**src/rtl/pmod_i2c_target.sv**
```systemverilog
// pmod_i2c_target: I2C target front-end with a byte-wide register file.
//
// Ports:
//   clk, rst_n   system clock (>= 16x SCL) and async active-low reset
//   scl_i, sda_i raw bus pin levels (synchronized internally)
//   sda_oe       1 = pull SDA low (open drain, never drives high)
//   in_port      read-only byte returned for register index 0
//   regs_o       flattened register file, index i at [8i+7:8i]; index 0 reads 0
//   wr_stb       one-cycle pulse per committed register write
//   wr_idx       index of that write, valid while wr_stb is high
//   busy         high from an ACKed address until STOP or read NACK
//
// Access pattern: [S addr+W ptr data...] auto-incrementing burst writes,
// [S addr+W ptr Sr addr+R data...] auto-incrementing burst reads.
module pmod_i2c_target #(
    parameter logic [6:0] TARGET_ADDR = 7'h18,
    parameter int         NREGS       = 16,
    parameter logic [7:0] RESET_VAL   = 8'h00
) (
    input  logic                     clk,
    input  logic                     rst_n,
    input  logic                     scl_i,
    input  logic                     sda_i,
    output logic                     sda_oe,
    input  logic [7:0]               in_port,
    output logic [8*NREGS-1:0]       regs_o,
    output logic                     wr_stb,
    output logic [$clog2(NREGS)-1:0] wr_idx,
    output logic                     busy
);
    localparam int IW = $clog2(NREGS);

    typedef enum logic [3:0] {
        S_IDLE, S_ADDR, S_ADDR_ACK, S_PTR, S_PTR_ACK,
        S_WDATA, S_WACK, S_RDATA, S_RACK
    } state_e;

    // ---------------------------------------------------------------
    // Input conditioning: 2-flop synchronizer plus one history flop.
    // Reset to 1 so an idle bus produces no spurious edges.
    // ---------------------------------------------------------------
    logic scl_s1_q, scl_s2_q, scl_h_q;
    logic sda_s1_q, sda_s2_q, sda_h_q;

    always_ff @(posedge clk or negedge rst_n) begin
        if (!rst_n) begin
            scl_s1_q <= 1'b1; scl_s2_q <= 1'b1; scl_h_q <= 1'b1;
            sda_s1_q <= 1'b1; sda_s2_q <= 1'b1; sda_h_q <= 1'b1;
        end else begin
            scl_s1_q <= scl_i; scl_s2_q <= scl_s1_q; scl_h_q <= scl_s2_q;
            sda_s1_q <= sda_i; sda_s2_q <= sda_s1_q; sda_h_q <= sda_s2_q;
        end
    end

    logic scl_rise, scl_fall, start_det, stop_det;
    assign scl_rise  =  scl_s2_q & ~scl_h_q;
    assign scl_fall  = ~scl_s2_q &  scl_h_q;
    // SDA edges only count as START/STOP while SCL is stably high.
    assign start_det =  scl_s2_q & scl_h_q &  sda_h_q & ~sda_s2_q;
    assign stop_det  =  scl_s2_q & scl_h_q & ~sda_h_q &  sda_s2_q;

    // ---------------------------------------------------------------
    // State and datapath registers
    // ---------------------------------------------------------------
    state_e          state_q, state_d;
    logic [2:0]      bitcnt_q, bitcnt_d;
    logic            phase_q, phase_d;   // 0: before ACK clock, 1: inside it
    logic            rw_q, rw_d;
    logic [7:0]      shin_q, shin_d;
    logic [7:0]      shout_q, shout_d;
    logic [IW-1:0]   ptr_q, ptr_d;
    logic            sda_oe_q, sda_oe_d;
    logic            busy_q, busy_d;
    logic            wr_stb_q, wr_stb_d;
    logic [IW-1:0]   wr_idx_q, wr_idx_d;
    logic            wr_commit;
    logic [7:0]      regs_q [NREGS];

    logic [7:0] byte_in;
    logic       last_bit;
    logic [7:0] rd_byte;
    assign byte_in  = {shin_q[6:0], sda_s2_q};
    assign last_bit = (bitcnt_q == 3'd7);
    // Index 0 is the input port on reads; its storage slot is never written.
    assign rd_byte  = (ptr_q == '0) ? in_port : regs_q[ptr_q];

    // State register
    always_ff @(posedge clk or negedge rst_n) begin
        if (!rst_n) state_q <= S_IDLE;
        else        state_q <= state_d;
    end

    // Next-state logic
    always_comb begin
        state_d = state_q;
        if (stop_det) begin
            state_d = S_IDLE;
        end else if (start_det) begin
            state_d = S_ADDR;
        end else begin
            case (state_q)
                S_IDLE:     state_d = S_IDLE;
                S_ADDR:     if (scl_rise && last_bit)
                                state_d = (byte_in[7:1] == TARGET_ADDR) ? S_ADDR_ACK : S_IDLE;
                S_ADDR_ACK: if (scl_fall && phase_q)
                                state_d = rw_q ? S_RDATA : S_PTR;
                S_PTR:      if (scl_rise && last_bit) state_d = S_PTR_ACK;
                S_PTR_ACK:  if (scl_fall && phase_q)  state_d = S_WDATA;
                S_WDATA:    if (scl_rise && last_bit) state_d = S_WACK;
                S_WACK:     if (scl_fall && phase_q)  state_d = S_WDATA;
                S_RDATA:    if (scl_fall && last_bit) state_d = S_RACK;
                S_RACK: begin
                    if (!phase_q && scl_rise && sda_s2_q) state_d = S_IDLE;
                    else if (phase_q && scl_fall)         state_d = S_RDATA;
                end
                default:    state_d = S_IDLE;
            endcase
        end
    end

    // Output / datapath next-state logic. sda_oe only moves on a synced
    // SCL fall, except START/STOP which release the line immediately.
    always_comb begin
        bitcnt_d  = bitcnt_q;
        phase_d   = phase_q;
        rw_d      = rw_q;
        shin_d    = shin_q;
        shout_d   = shout_q;
        ptr_d     = ptr_q;
        sda_oe_d  = sda_oe_q;
        busy_d    = busy_q;
        wr_stb_d  = 1'b0;
        wr_idx_d  = wr_idx_q;
        wr_commit = 1'b0;
        if (stop_det) begin
            sda_oe_d = 1'b0;
            busy_d   = 1'b0;
        end else if (start_det) begin
            sda_oe_d = 1'b0;
            bitcnt_d = '0;
        end else begin
            case (state_q)
                S_ADDR, S_PTR, S_WDATA: begin
                    if (scl_rise) begin
                        shin_d   = byte_in;
                        bitcnt_d = bitcnt_q + 3'd1;
                        if (last_bit) begin
                            phase_d = 1'b0;
                            if (state_q == S_ADDR) rw_d  = sda_s2_q;
                            if (state_q == S_PTR)  ptr_d = byte_in[IW-1:0];
                        end
                    end
                end
                S_ADDR_ACK, S_PTR_ACK, S_WACK: begin
                    if (scl_fall) begin
                        if (!phase_q) begin
                            sda_oe_d = 1'b1;
                            phase_d  = 1'b1;
                            if (state_q == S_ADDR_ACK) busy_d = 1'b1;
                            if (state_q == S_WACK) begin
                                wr_commit = 1'b1;
                                wr_stb_d  = 1'b1;
                                wr_idx_d  = ptr_q;
                                ptr_d     = ptr_q + IW'(1);
                            end
                        end else begin
                            bitcnt_d = '0;
                            if (state_q == S_ADDR_ACK && rw_q) begin
                                shout_d  = rd_byte;
                                sda_oe_d = ~rd_byte[7];
                            end else begin
                                sda_oe_d = 1'b0;
                            end
                        end
                    end
                end
                S_RDATA: begin
                    if (scl_fall) begin
                        bitcnt_d = bitcnt_q + 3'd1;
                        if (last_bit) begin
                            sda_oe_d = 1'b0;
                            phase_d  = 1'b0;
                        end else begin
                            shout_d  = {shout_q[6:0], 1'b0};
                            sda_oe_d = ~shout_q[6];
                        end
                    end
                end
                S_RACK: begin
                    if (!phase_q && scl_rise) begin
                        ptr_d = ptr_q + IW'(1);
                        if (sda_s2_q) busy_d  = 1'b0;  // master NACK ends the read
                        else          phase_d = 1'b1;
                    end else if (phase_q && scl_fall) begin
                        // Pointer already advanced; in_port sampled here.
                        shout_d  = rd_byte;
                        sda_oe_d = ~rd_byte[7];
                        bitcnt_d = '0;
                    end
                end
                default: ;
            endcase
        end
    end

    always_ff @(posedge clk or negedge rst_n) begin
        if (!rst_n) begin
            bitcnt_q <= '0;
            phase_q  <= 1'b0;
            rw_q     <= 1'b0;
            shin_q   <= '0;
            shout_q  <= '0;
            ptr_q    <= '0;
            sda_oe_q <= 1'b0;
            busy_q   <= 1'b0;
            wr_stb_q <= 1'b0;
            wr_idx_q <= '0;
            for (int i = 0; i < NREGS; i++) regs_q[i] <= RESET_VAL;
        end else begin
            bitcnt_q <= bitcnt_d;
            phase_q  <= phase_d;
            rw_q     <= rw_d;
            shin_q   <= shin_d;
            shout_q  <= shout_d;
            ptr_q    <= ptr_d;
            sda_oe_q <= sda_oe_d;
            busy_q   <= busy_d;
            wr_stb_q <= wr_stb_d;
            wr_idx_q <= wr_idx_d;
            if (wr_commit && ptr_q != '0) regs_q[ptr_q] <= shin_q;
        end
    end

    assign sda_oe = sda_oe_q;
    assign busy   = busy_q;
    assign wr_stb = wr_stb_q;
    assign wr_idx = wr_idx_q;

    for (genvar g = 0; g < NREGS; g++) begin : g_regs
        if (g == 0) begin : g_zero
            assign regs_o[7:0] = 8'h00;
        end else begin : g_reg
            assign regs_o[8*g +: 8] = regs_q[g];
        end
    end

endmodule

```
**config.mk**
```make
export PLATFORM = sky130hd
export DESIGN_NAME = pmod_i2c_target
export DESIGN_NICKNAME = d
export VERILOG_FILES = /design/src/rtl/pmod_i2c_target.sv
export SDC_FILE = /design/constraint.sdc
export NUM_CORES = 1
export LEC_CHECK = 0
export CORE_MARGIN = 8
export CORE_UTILIZATION = 60
export CTS_BUF_LIST = sky130_fd_sc_hd__clkbuf_8
export DETAILED_ROUTE_END_ITERATION = 8
export HOLD_SLACK_MARGIN = 0.05
export PLACE_DENSITY = 0.93
export SLEW_MARGIN = 20
export SYNTH_ARGS = -nofsm -noshare
export SYNTH_HDL_FRONTEND = slang
export SYNTH_SLANG_ARGS = --single-unit
```
**constraint.sdc**
```tcl
create_clock -name clk -period 6.7 [get_ports clk]
set_clock_uncertainty 0.2 [all_clocks]
set_input_delay 1.005 -clock clk [delete_from_list [all_inputs] [get_ports clk]]
set_output_delay 1.005 -clock clk [all_outputs]
set_load 0.03 [all_outputs]
```
* After elaboration in Yosys (flattened, before gate mapping) *
Index checks and enable logic that the tools add are counted.

cells by class
  muxes and demuxes = 75
  div/mod/pow operators = 0
  equality and inequality tests = 47
  reduce and logical (&&, ||, !) cells = 30
  $add $sub $neg = 2
  bitwise logic cells = 17
  $mul = 0
  shifts and indexed selects = 0
  magnitude comparators = 2

operator list
  kind                count
  $bwmux 128          1
  $mux 4              17
  $mux 7              7
  $ne 3x3->1 const B  11
  $bmux 8 s4          1
  $demux 8 s4         1
  $mux 8              4
  $ne 4x4->1 const B  8
  $mux 1              28
  $ne 2x2->1 const B  14
  $pmux 4 s7          1
  $mux 3              8
  $pmux 7 s3          1
  $reduce_and 10->1   2
  $eq 4x3->1 const B  4
  $reduce_and 8->1    2
  $reduce_and 7->1    2
  $pmux 3 s4          1
  $pmux 4 s3          1
  $reduce_and 6->1    2
  $reduce_bool 5->1   2
  $not 1->1           9
  $reduce_bool 3->1   3
  $eq 4x2->1 const B  2
  other kinds (26)    41

storage, ports and cells
  bits in registers = 169
  latch bits = 0
  output and inout bits = 135
  memories kept = 0
  memory bits (read-only) = 0
  memory bits (writable) = 0
  word-level logic and storage cells = 206
  bits of input ports = 12

* Depth between registers and ports, before layout *
Gate-level depths: netlist (run 1).

  word-level depth = 12
  mapped depth = 11

* Worst setup path after synthesis (run 1) *
Ideal clock, no wire load.

  path type = reg2reg
  start = register ptr_q[1]
  end = register shout_q[1]
  setup slack = 4005 ps
  clock period less this slack = 2695 ps
  required time = 6375 ps
  buffers on the path = 4
  arrival = 2370 ps
  setup time = 125 ps
  stages on the path, launching flop included = 11
  cells stage by stage = dfrtp_1 > clkbuf_1 > buf_2 > buf_1 > inv_1 > ha_1 > buf_1 > mux2_2 > nand2_1 > nand3_1 > mux2_2

between the ends
  longest elaborated chain between the ends = 9

RTL lines
  what                                       line  RTL
  start, declared                            71    logic [IW-1:0] ptr_q, ptr_d;
  start signal, assigned                     225   ptr_q <= ptr_d;
  $not 4->5 (implied by the code)            85    assign rd_byte = (ptr_q == '0) ? in_port : regs_q[ptr_q];
  $bmux 8 s4                                 85
  $mux 8 (implied by the code) (2 in a row)  85
  $mux 8 (*)                                 85
  $mux 7                                     168   if (state_q == S_ADDR_ACK && rw_q) begin
  $mux 7                                     156   if (!phase_q) begin
  $mux 7                                     155   if (scl_fall) begin
  $pmux 7 s3 (*)                             142   case (state_q)
  end signal, assigned                       224   shout_q <= shout_d;
  end, declared                              70    logic [7:0] shout_q, shout_d;

Every way passes the cells marked *; elsewhere a longest branch is shown, timed or not. The select of a mux whose other input is x is not followed.
A chain may end at the register's enable or synchronous reset.

* Final worst setup path (run 1) *
  start = register state_q[2]
  end = register regs_q (netlist bit regs_o[63])

between the ends
  longest elaborated chain between the ends = 8

RTL lines
  what                           line      RTL
  start, declared                65        state_e state_q, state_d;
  start signal, assigned         90        else state_q <= state_d;
  $eq 4x3->1                     142, 160
  $mux 1                         160       if (state_q == S_WACK) begin
  $mux 1                         156
  $mux 1                         155
  $mux 1 (*)                     142
  $mux 1 (*)                     138       end else if (start_det) begin
  $mux 1 (*)                     135       if (stop_det) begin
  $logic_and 1x1->1 (*)          230       if (wr_commit && ptr_q != '0) regs_q[ptr_q] <= shin_q;
  end signal, assigned by index  230
  end, declared                  77        logic [7:0] regs_q [NREGS];

Every way passes the cells marked *; elsewhere a longest branch is shown, timed or not.

==> results.json, run 1 <==
{
  "ant_nets": 0,
  "dr.pass1.iters": 5,
  "groute.usage.overall_pct": 24.4,
  "wire_per_inst_um": 24.6,
  "die_h_um": 140,
  "hold_class": "reg2reg",
  "die-area_mm2": 0.0195,
  "drive_gt1_share_pct": 23.6,
  "synthArstFlopShare_pct": 100,
  "dp_hpwl_mm": 16.5,
  "worstPathMaxFanout": 18,
  "rsz0062_at_grt": "false",
  "tightestPinTransition_ns": 0.987,
  "cts_root_buf": "clkbuf_8",
  "synth_top_area_cell": "dfrtp_1",
  "vias": 6049,
  "initial_utilization_pct": 61.0,
  "drv_slew": 0,
  "ctsHoldBuffers": 0,
  "fin_tns_setup_ns": 0,
  "drt-total-wl_mm": 23.7,
  "cts_resized": 0,
  "p_leak_nw": 4.74,
  "maxCapViolations": 0,
  "period_needed_ns": 3.00,
  "drc": 0,
  "avgSynthCellArea_um2": 11.8,
  "critPathLaunchType": "register",
  "slew_headroom_pct": 34.2,
  "rows": 45,
  "synth_area_leaders": "dfrtp_1 44%, mux2_2 14%, buf_4 11%, mux2i_1 5.0%, mux2_1 3.3%",
  "synth_edf_count": 0,
  "grt-ovfl-total": 0,
  "boundaryPins": 147,
  "htree_levels": 4,
  "area_growth_pct": 8.88,
  "yosysMostFrequentCell": "dfrtp_1",
  "place_ws_ns": 3.71,
  "core_mm2": 0.0151,
  "numPortBuffers": 138,
  "cp.required_ns": 6.86,
  "grt_pass1_vias": 6357,
  "fp.dieW_um": 140,
  "crit_type": "reg2reg",
  "first_iter_violations": 606,
  "clk_pin_slew_ns": 0.09,
  "dpl-instance-area_mm2": 0.00968,
  "grt_max_degree": 96,
  "via_per_inst": 6.28,
  "cts_sinks": 169,
  "netlist_area_mm2": 0.00920,
  "whs_ns": 0.160,
  "peakVddDrop_v": 0.000204,
  "finalHoldViolCount": 0,
  "yosys-top-cells-count": "163 x dfrtp_1, 129 x buf_4, 115 x mux2_2",
  "p_per_area_mw_per_mm2": 293,
  "postCtsSetupRepairBufs": 0,
  "cts_made_buffers": 17,
  "gp_congestion": 0.900,
  "cp.arrival_ns": 3.16,
  "synth_seq_cells": 169,
  "layout.nets": 780,
  "power_mw": 2.93,
  "netlist.area_leader.share_pct": 44.3,
  "synthFlopType": "dfrtp_1",
  "syn_inst": 780,
  "crit_path_end_kind": "register",
  "grt_pass1_wl_mm": 36.8,
  "insertion_delay_ns": 0.48,
  "final_area_mm2": 0.0100,
  "ys_types": 59,
  "status": "complete, no violations",
  "yosysWarnings": 0,
  "finalSetupViolCount": 0,
  "period_share_pct": 44.8,
  "max_freq_mhz": 333,
  "diodes": 0,
  "cts_buffer_depth": 2,
  "ys_seq_area_share_pct": 46.1,
  "antenna_found_initial": 0,
  "fin_ws_ns": 3.70,
  "cts_tree": "yes"
}
## metrics by stage
stage               instances  utilization [%]
floorplan                 787                -
detailed placement        931             64.1
global placement          931             64.1
finish                    963             66.4
global route              963             66.4
CTS                       963             66.4
## where the power goes
part / internal (mW) / switching [mW] / leakage [nW]
clock network: 0.256 / 0.395 / 0.174
logic: 0.379 / 0.557 / 2.26
registers: 1.10 / 0.246 / 2.30
## final cells by class
type                       count  area [µm²]
multi-input combinational    421        3750
clock buffer                  17         234
sequential                   169        4240
timing repair buffer         142        1410
fill                        1099        5070
tap                          188         235
inverter                      11        41.3
clock inverter                15         106
## worst max-delay path, cell delays in order, from the launching register on
cell and delay, ns:
dfrtp_1 0.71, nand2_1 0.26, nor4_4 0.62, nor2b_1 0.44, nand2_2 0.27, mux2_1 0.38
## metal layers
layer	GRT usage (%)	vias up	routed length (µm)
li1	-	2606	-
met1	29.3	3062	9410
met2	40.5	313	11700
met3	6.19	68	1740
met4	11.5	0	829
met5	0	-	0
## layout by cell type, fill, tap and decap left out, types with 6 or more instances in the layout
cell,n
a21oi_1,11
a22oi_1,25
clkbuf_8,17
clkdlybuf4s50_1,137
conb_1,8
dfrtp_1,162
dfstp_2,6
ha_1,6
inv_1,14
mux2_1,27
mux2_2,115
mux2i_1,46
mux4_2,11
nand2_1,31
nand2_2,8
nand2b_1,7
nand3_1,20
nor2_1,13
nor2b_1,8
nor3_1,7
o21ai_0,10
## worst paths after layout
| check | startpoint | end | slack [ns] | cells after the start |
|---|---|---|---|---|
| min | sda_s1_q | sda_s2_q | 0.16 | 0 |
| max reg2reg | state_q[2] | regs_o[63] | 3.70 | 5 |
| min reg2reg | sda_s1_q | sda_s2_q | 0.16 | 0 |
| max in group asynchronous | rst_n | ptr_q[1] | 4.35 | 2 |
| min in group asynchronous | rst_n | wr_stb | 0.41 | 1 |
| max | state_q[2] | regs_o[63] | 3.70 | 5 |
## flip-flops by register name, indices dropped and copies added (netlist names)
name	count
scl_h_q	1
sda_s1_q	1
rw_q	1
scl_s2_q	1
wr_stb	1
state_q	4
wr_idx	4
regs_o	120
phase_q	1
sda_s2_q	1
regs_q	8
ptr_q	4
sda_h_q	1
bitcnt_q	3
shout_q	7
shin_q	8
sda_oe	1
busy	1
scl_s1_q	1
## kinds of logic after synthesis
group	Yosys count	synth area share (%)
mux	199	25.1
flops	169	46.1
compound gates	87	6.77
xor+xnor	2	0.190
fa+ha+maj	6	0.816
buf+inv	197	13.5
simple gates	119	7.56
other cells	1	0.0408
No activity file was read; power rests on OpenSTA's default activity.
==> inputs of run 2 (changes only) <==
--- a/config.mk
+++ b/config.mk
@@ -6,11 +6,11 @@
 export NUM_CORES = 1
 export LEC_CHECK = 0
 export CORE_MARGIN = 8
-export CORE_UTILIZATION = 60
+export CORE_UTILIZATION = 51
 export CTS_BUF_LIST = sky130_fd_sc_hd__clkbuf_8
 export DETAILED_ROUTE_END_ITERATION = 8
 export HOLD_SLACK_MARGIN = 0.05
-export PLACE_DENSITY = 0.93
+export PLACE_DENSITY = 0.85
 export SLEW_MARGIN = 20
 export SYNTH_ARGS = -nofsm -noshare
 export SYNTH_HDL_FRONTEND = slang
==> constraint.sdc (replaced) <==
create_clock -name clk -period 2.6 [get_ports clk]
set_clock_uncertainty 0.2 [all_clocks]
set_input_delay 0.39 -clock clk [delete_from_list [all_inputs] [get_ports clk]]
set_output_delay 0.39 -clock clk [all_outputs]
set_load 0.03 [all_outputs]
==> results.json, run 2 (same netlist as run 1, synthesis figures left out) <==
{
  "gr-usage-met2_pct": 35.6,
  "die-area_mm2": 0.0226,
  "tightestPinTransition_ns": 0.676,
  "largest_reg_flops": 120,
  "critPathLaunchType": "register",
  "cts_tree": "yes",
  "layout.nets": 824,
  "grt_use_met3_pct": 4.66,
  "dpl-instance-area_mm2": 0.0101,
  "die_h_um": 150,
  "grt_max_degree": 72,
  "grt-ovfl-total": 0,
  "diodes": 0,
  "insertion_delay_ns": 0.45,
  "cts_root_buf": "clkbuf_8",
  "wire_per_inst_um": 22.3,
  "groute.usage.overall_pct": 21.2,
  "period_share_pct": 94.1,
  "vias": 6066,
  "cts_buffer_depth": 2,
  "numPortBuffers": 138,
  "top_usage_layer": "met2",
  "boundaryPins": 147,
  "crit_type": "reg2reg",
  "final_area_mm2": 0.0105,
  "first_iter_violations": 371,
  "period_needed_ns": 2.45,
  "postCtsSetupRepairBufs": 0,
  "p_leak_nw": 4.98,
  "antenna_found_initial": 0,
  "via_per_inst": 5.79,
  "grt_use_met1_pct": 26.6,
  "ant_nets": 0,
  "cts_made_buffers": 17,
  "dp_hpwl_mm": 17.1,
  "dp.cells": 1015,
  "rows": 49,
  "p_per_area_mw_per_mm2": 762,
  "max_freq_mhz": 409,
  "drv_slew": 0,
  "final_common_cell": "dfrtp_1",
  "initial_utilization_pct": 51.6,
  "ctsHoldBuffers": 1,
  "maxCapViolations": 0,
  "cts_resized": 0,
  "cp.arrival_ns": 2.59,
  "core_mm2": 0.0178,
  "finalSetupViolCount": 0,
  "dr.pass1.iters": 5,
  "fp.dieW_um": 150,
  "final_cell_mix": "162 x dfrtp_1, 137 x clkdlybuf4s50_1, 115 x mux2_2",
  "area_growth_pct": 14.0,
  "htree_levels": 4,
  "crit_path_end_kind": "register",
  "hold_class": "in2reg",
  "status": "complete, no violations",
  "instances_no_fill": 1047,
  "drt-total-wl_mm": 23.3,
  "finalHoldViolCount": 0,
  "gp_congestion": 0.886,
  "drc": 0,
  "cts_sinks": 169,
  "clk_pin_slew_ns": 0.09,
  "slew_headroom_pct": 53.8,
  "worstPathMaxFanout": 8,
  "cp.required_ns": 2.74,
  "fin_tns_setup_ns": 0,
  "grt_pass1_wl_mm": 36.8,
  "whs_ns": 0.141,
  "rsz0062_at_grt": "false",
  "peakVddDrop_v": 0.000472,
  "drive_gt1_share_pct": 27.9,
  "grt_pass1_vias": 6352
}
==> run 2: layer usage <==
layer | vias to the layer above | part of all wire (%) | wire (µm)
met2 | 205 | 50 | 11700
met1 | 3133 | 42 | 9680
met3 | 34 | 5.9 | 1370
met5 | - | 0 | 0
met4 | 0 | 2.3 | 531
li1 | 2694 | - | -
==> run 2: worst max-delay path, stage by stage, from the launching register on <==
cell and delay [ns]:
dfrtp_1 0.53, buf_4 0.22, nor3b_1 0.38, a311oi_1 0.12
nor4bb_1 0.39, buf_4 0.24, mux2i_1 0.18, nand2_1 0.06
==> run 2: area by class of cell <==
type	instances	area (µm²)
clock inverters	11	85.1
repair buffers	186	1810
well taps	229	287
flip-flops and latches	169	4240
fillers	1432	7360
clock buffers	20	275
inverters	11	41.3
multi-input cells	421	3750
==> run 2: stage by stage <==
| stage | util [%] | total power, mW | setup slack [ns] |
|---|---|---|---|
| after floorplan | - | 5.14 | 0.0952 |
| after global placement | 56.7 | 6.24 | 0.198 |
| after detailed placement | 56.7 | 6.27 | 0.252 |
| after CTS | 58.8 | 7.99 | 0.217 |
| after global routing | 58.8 | 8.40 | 0.101 |
| final | 58.8 | 7.99 | 0.152 |
==> run 2: power breakdown <==
group | switching (mW) | internal, mW
Combinational | 1.90 | 1.26
Clock | 0.989 | 0.749
Sequential | 0.240 | 2.85
Total | 3.13 | 4.86
==> run 2: final timing paths <==
path	start	end	slack, ns	depth (start not counted)
worst max-delay path	state_q[3]	ptr_q[0]	0.15	7
worst min-delay path	scl_i	scl_s1_q	0.14	1
worst max register to register	state_q[3]	ptr_q[0]	0.15	7
worst min register to register	sda_s1_q	sda_s2_q	0.15	0
max in group asynchronous	rst_n	sda_s1_q	1.39	3
min in group asynchronous	rst_n	regs_o[55]	0.29	3
